`src/rtl/entrada_teclas.sv`:
```
// rtl/entrada_teclas.sv - push-button sync/debounce and ship key strobes
// Produces rate-limited move pulses, cooldown-gated fire and pause-toggle pulses.
module entrada_teclas #(
   parameter int DEBOUNCE_CYCLES = 50000,
   parameter int MOVE_DIV        = 250000,
   parameter int FIRE_COOLDOWN   = 25000000
) (
   input  logic       CLOCK_50,
   input  logic       resetNave,
   input  logic [3:0] KEY,
   input  logic       pausa,
   output logic [3:0] keysout,
   output logic [3:0] teclas_estaveis
);

   localparam int DW = (DEBOUNCE_CYCLES > 1) ? $clog2(DEBOUNCE_CYCLES) : 1;
   localparam int MW = $clog2(MOVE_DIV);
   localparam int CW = $clog2(FIRE_COOLDOWN);
   localparam logic [DW-1:0] DB_MAX   = DW'(DEBOUNCE_CYCLES - 1);
   localparam logic [MW-1:0] DIV_MAX  = MW'(MOVE_DIV - 1);
   localparam logic [CW-1:0] COOL_MAX = CW'(FIRE_COOLDOWN - 1);

   typedef enum logic {PRONTO = 1'b0, RECARGA = 1'b1} estado_t;

   logic [3:0]    r_sync1, r_sync2, r_est, r_est_q, r_keys;
   logic [DW-1:0] r_db_cnt [4];
   logic [MW-1:0] r_div;
   logic [CW-1:0] r_cool, w_cool_prox;
   estado_t       r_estado, w_estado_prox;
   logic          w_tick, w_fire, w_rise_fire;

   // Inverted before the first flop so a cleared synchroniser reads "released".
   always_ff @(posedge CLOCK_50 or posedge resetNave) begin
      if (resetNave) begin
         r_sync1 <= '0;
         r_sync2 <= '0;
      end else begin
         r_sync1 <= ~KEY;
         r_sync2 <= r_sync1;
      end
   end

   always_ff @(posedge CLOCK_50 or posedge resetNave) begin
      if (resetNave) begin
         r_est <= '0;
         for (int i = 0; i < 4; i++) r_db_cnt[i] <= '0;
      end else begin
         for (int i = 0; i < 4; i++) begin
            if (r_sync2[i] == r_est[i]) begin
               r_db_cnt[i] <= '0;
            end else if (r_db_cnt[i] == DB_MAX) begin
               r_est[i]    <= ~r_est[i];
               r_db_cnt[i] <= '0;
            end else begin
               r_db_cnt[i] <= r_db_cnt[i] + 1'b1;
            end
         end
      end
   end

   assign w_tick      = (r_div == DIV_MAX);
   assign w_rise_fire = r_est[1] & ~r_est_q[1];

   always_comb begin
      w_estado_prox = r_estado;
      w_cool_prox   = r_cool;
      w_fire        = 1'b0;
      case (r_estado)
         PRONTO: begin
            if (w_rise_fire && !pausa) begin
               w_fire        = 1'b1;
               w_cool_prox   = COOL_MAX;
               w_estado_prox = RECARGA;
            end
         end
         RECARGA: begin
            // Cooldown keeps running while paused; edges here are discarded.
            if (r_cool == '0) w_estado_prox = PRONTO;
            else              w_cool_prox   = r_cool - 1'b1;
         end
      endcase
   end

   always_ff @(posedge CLOCK_50 or posedge resetNave) begin
      if (resetNave) begin
         r_div    <= '0;
         r_cool   <= '0;
         r_estado <= PRONTO;
         r_est_q  <= '0;
         r_keys   <= '0;
      end else begin
         r_div     <= w_tick ? '0 : r_div + 1'b1;
         r_cool    <= w_cool_prox;
         r_estado  <= w_estado_prox;
         r_est_q   <= r_est;
         r_keys[0] <= w_tick & r_est[0] & ~r_est[2] & ~pausa;
         r_keys[1] <= w_fire;
         r_keys[2] <= w_tick & r_est[2] & ~r_est[0] & ~pausa;
         r_keys[3] <= r_est[3] & ~r_est_q[3];
      end
   end

   assign keysout         = r_keys;
   assign teclas_estaveis = r_est;

endmodule

```
`config.mk`:
```
export PLATFORM = sky130hd
export DESIGN_NAME = entrada_teclas
export DESIGN_NICKNAME = d
export VERILOG_FILES = /design/src/rtl/entrada_teclas.sv
export SDC_FILE = /design/constraint.sdc
export NUM_CORES = 1
export LEC_CHECK = 0
export ABC_CLOCK_PERIOD_IN_PS = 5300
export CAP_MARGIN = 20
export CORE_AREA = 2 2 112 125
export CTS_CLUSTER_SIZE = 24
export DETAILED_ROUTE_END_ITERATION = 6
export DIE_AREA = 0 0 114 127
export GPL_ROUTABILITY_DRIVEN = 0
export GPL_TIMING_DRIVEN = 0
export MAX_ROUTING_LAYER = met4
export PLACE_DENSITY = 0.7
export SLEW_MARGIN = 20
export SYNTH_ARGS = -nofsm -noshare
export SYNTH_HDL_FRONTEND = slang
export SYNTH_SLANG_ARGS = --single-unit
```
`constraint.sdc`:
```
create_clock -name CLOCK_50 -period 5.3 [get_ports CLOCK_50]
set_input_delay 1.06 -clock CLOCK_50 [delete_from_list [all_inputs] [get_ports CLOCK_50]]
set_output_delay 1.06 -clock CLOCK_50 [all_outputs]
set_load 0.02 [all_outputs]
```
---- Word-level counts from Yosys, hierarchy flattened ----
Cells that the tools add are included.
word-level totals
  bits in registers ....................... 128
  input bits .............................. 7
  output and inout port bits .............. 8
  word-level logic and storage cells ...... 77
operators by class
  add/subtract/negate cells ............... 6
  equal/unequal tests ..................... 11
  multiplexer cells ....................... 16
  bitwise logic cells ..................... 21
  reductions and logical operators ........ 8
operator list
  cell                                                                   number
  16-bit 2-to-1 mux                                                      8
  16-bit by 1-bit adder with 16-bit output (second input constant)       4
  16-bit == test (second input constant)                                 4
  25-bit 2-to-1 mux                                                      2
  25-bit case mux with 2 select lines                                    1
  25-bit logical NOT                                                     1
  25-bit by 1-bit subtractor with 25-bit output (second input constant)  1
  18-bit by 1-bit adder with 18-bit output (second input constant)       1
  18-bit == test (second input constant)                                 1
  18-bit 2-to-1 mux                                                      1
  1-bit inverter                                                         12
  2-bit AND reduction                                                    5
  1-bit AND                                                              8
  1-bit == test                                                          4
  2-bit inequality test (second input constant)                          2
  4-bit inverter                                                         1
  1-bit 2-to-1 mux                                                       3
  1-bit case mux with 2 select lines                                     1
  1-bit logical AND                                                      1
  1-bit logical NOT                                                      1

---- Depth between registers and ports, before layout ----
  depth in word-level cells ............... 5
  depth in mapped cells ................... 7

---- Least setup slack after synthesis ----
Ideal clock, no wire load.
  path type ............................... input to register
  start ................................... in pausa
  end ..................................... reg r_cool[0]
  data arrival time ....................... 2316 ps
  data required time ...................... 5221 ps
  slack ................................... 2905 ps
  stages .................................. 5
  path buffers ............................ 1
  cell sequence ........................... or4b_2 > inv_2 > clkbuf_1 > nor2_1 > mux2i_1
on the way
  cells in the longest elaborated chain, start to end .. 4
RTL lines
  element                          line  text
  start: declaration               11    input logic pausa,
  1-bit logical NOT                70    if (w_rise_fire && !pausa) begin
  1-bit logical AND                70
  2-bit inequality test (no line)  --
  2-bit AND reduction (no line)    --
  end signal: assignment           93    r_cool <= w_cool_prox;
  end: declaration                 28    logic [CW-1:0] r_cool, w_cool_prox;
No other way between the ends.
A chain may end at the register's enable or synchronous reset.

---- Worst setup path in the final report ----
  start ................................... in pausa
  end ..................................... reg r_cool[1]
The elaborated chain is that of the path after synthesis.

==> run_results.csv <==
group,metric,value,unit
status,status,"finished clean",
yosys,synthCells,572,
cts,htreeDepth,4,
cts,clk_latency,0.42,ns
setup_path,worstPathMaxFanout,10,
floorplanning,start_util,44.7,%
cts,clock_path_buffers,2,
place,dp_slack,2.05,ns
pwr,power.density,319,nW/um2
sta,fmax,0.358,GHz
yosys,synth.avg_cell_area,10.2,um2
drt,drc,0,
place,place_inst,748,
cts,cts_inserted_buffers,17,
setup_path,criticalPathCategory,"input pin to flip-flop",
sta,min_period,2.79,ns
setup_path,cp-start-kind,"input pin",
setup_path,crit_chain,"clkdlybuf4s50_1 > or4b_2 > inv_2 > clkbuf_1 > nor2_1 > mux2i_1",
yosys,synth_warnings,0,
sta,worst_slew_margin_rel,57.7,%
global_route,grt_pass1_wl,18.3,mm
cts,hold_buffers,0,
yosys,ys_seq_area_share,53.8,%
sta,finClkSkew,0.00640,ns
cts,postCtsSetupRepairBufs,0,
yosys,async_reset_ff_share,100,%
layout,area_delta_synth_final,16.5,%
yosys,ys_seq_elements,126,
cts,cts_resized,0,
layout,final_common_cell,"dfrtp_1",
place,hpwl,7.08,mm
sta,worst_slew_pin_slew,0.628,ns
global_route,antenna_found_initial,0,
layout,final_nets,620,
layout,fill_cells,1144,
sta,timing.final.ws_setup,2.51,ns
place,numPortBuffers,14,
yosys,synth-edff-count,0,
drt,wl_per_cell,13.5,um
sta,drv_slew,0,
drt,drt_iter0_markers,154,
cts,cts_sinks,126,
global_route,grt_pass1_vias,3997,
setup_path,critPathMaxStageDelay,0.78,ns
floorplanning,core_area,13100,um2
layout,multi_input_area,2590,um2
pwr,peakVddDrop,0.000198,V
drt,wl,10.5,mm
run,maxCapViolCount,0,
sta,final_hold_viol_count,0,
min_path,hp-class,"flip-flop to flip-flop",
layout,seqCellArea,3150,um2
setup_path,cp.buffers_inverters,3,
yosys,ys.flop_type,"dfrtp_1",
global_route,grt.overflow.total,0,
global_route,grt_max_degree,85,
layout,diodes,0,
layout,stdcell_count,778,
setup_path,crit_slowest_cell,"or4b_2",
yosys,ys_types,52,
drt,ant_nets,0,
drt,dr.pass1.iters,5,
drt,route.vias.total,4109,
floorplanning,die_y,127,um
setup_path,critical_path_required,5.64,ns
floorplanning,std_cell_rows,44,
pwr,leakagePower,2.81,nW
sta,rsz0062_at_grt,"no",
layout,final_cell_mix,"dfrtp_1 (126), nor2_1 (107), xnor2_1 (49)",
global_route,grt_use_total,16.4,%
yosys,synth_fp_nets,586,
floorplanning,ioPinCount,15,
cts,path_clk_slew,0.05,ns
cts,cts_tree,"done",
floorplanning,fp.dieW,114,um
yosys,syn_area,5860,um2
floorplanning,die-area,14500,um2
setup_path,critPathTopFamily,"buffers and inverters",
cts,root_buffer,"clkbuf_16",
layout,drive_above_1_share,7.78,%
sta,setup_violations,0,
sta,min_period_over_period,52.6,%
drt,vias_per_cell,5.28,
setup_path,worst_setup_path_end_kind,"flip-flop",
setup_path,critPathArrivalTime,3.13,ns
## path summary, 6_finish.rpt
| path | from | end | slack [ns] | cells past startpoint |
|---|---|---|---|---|
| worst max register to register | r_cool[20] | r_cool[21] | 2.88 | 5 |
| worst max-delay path | pausa | r_cool[1] | 2.51 | 6 |
| max in group asynchronous | resetNave | r_db_cnt[21] | 3.54 | 3 |
| min in group asynchronous | resetNave | r_cool[10] | 1.03 | 2 |
| worst min register to register | r_sync1[1] | r_sync2[1] | 0.35 | 0 |
| worst min-delay path | r_sync1[1] | r_sync2[1] | 0.35 | 0 |
## layer usage
metal	wire (um)	track usage (%)	part of all wire (%)	vias up
li1	-	-	-	2030
met1	4920	20.9	47	2019
met2	5080	24.9	48	46
met3	318	3.94	3.0	14
met4	213	7.82	2.0	0
met5	0	-	0	-
## final cells by class
type	instances	area share [%]
Buffer	9	0.550
Clock buffer	25	7.55
Clock inverter	5	1.15
Inverter	22	1.28
Multi-Input combinational cell	415	37.9
Sequential cell	126	46.2
Tap cell	161	2.95
Timing Repair Buffer	15	2.45
## worst register-to-register path: cells and delay by family, from the launching register on
family / cells / cell delay, ns
simple gates: 5 / 1.86
flops: 1 / 0.44
## flip-flops by register name (all words and copies together), names as in the netlist
name,flops
r_db_cnt,64
r_cool,25
r_div,18
keysout,4
r_sync1,4
r_sync2,4
teclas_estaveis,4
r_est_q,2
r_estado,1
## Yosys cell counts (2+ instances only)
library cell,number,area share (%)
a211oi_1,3,0.38
a21oi_1,4,0.34
and2_1,2,0.21
and3_1,12,1.3
and4_1,5,0.75
clkbuf_1,7,0.45
dfrtp_1,126,54
ha_1,7,1.5
inv_1,21,1.3
mux2_2,4,0.77
mux2i_1,6,1.0
nand2_1,42,2.7
nand2b_1,2,0.21
nand3_1,28,2.4
nand3b_1,2,0.26
nand4_1,16,1.7
nor2_1,107,6.9
nor2b_1,4,0.43
nor3_1,25,2.1
nor3b_1,4,0.51
nor4_1,7,0.75
nor4b_1,6,0.90
nor4bb_1,2,0.34
o2111ai_1,2,0.30
o21ai_0,4,0.34
o31ai_1,2,0.26
or3_1,7,0.75
or3b_1,2,0.30
or4_1,7,0.90
or4_4,3,0.58
xnor2_1,49,7.3
xor2_1,34,5.1
## cells by family after synthesis
logic type	after synthesis	share of synthesized area (%)
AND/OR/NAND/NOR	289	25.1
XOR/XNOR	83	12.4
flip-flops	126	53.8
buffers and inverters	31	2.05
AO/OA/AOI/OAI	26	3.35
multiplexers	10	1.79
adder cells (fa/ha/maj)	7	1.49
## through the flow
step | total power (W) | utilization [%] | hold WS [ns] | instance area [um2] | setup TNS [ns]
2_1_floorplan | 0.00103 | - | 0.331 | 5860 | 0
3_3_place_gp | 0.00104 | 47.3 | 0.335 | 6200 | -100.77
3_5_place_dp | 0.00105 | 47.6 | 0.338 | 6240 | 0
4_1_cts | 0.00221 | 52.1 | 0.350 | 6830 | 0
5_1_grt | 0.00226 | 52.1 | 0.353 | 6830 | 0
6_report | 0.00218 | 52.1 | 0.347 | 6830 | 0
## where the power goes
part,total [W],switching [W],internal (W)
clock,0.00115,0.000393,0.000760
sequential,0.000981,0.00000709,0.000974
combinational,0.0000467,0.0000321,0.0000146
(Power assumes the default switching activity.)
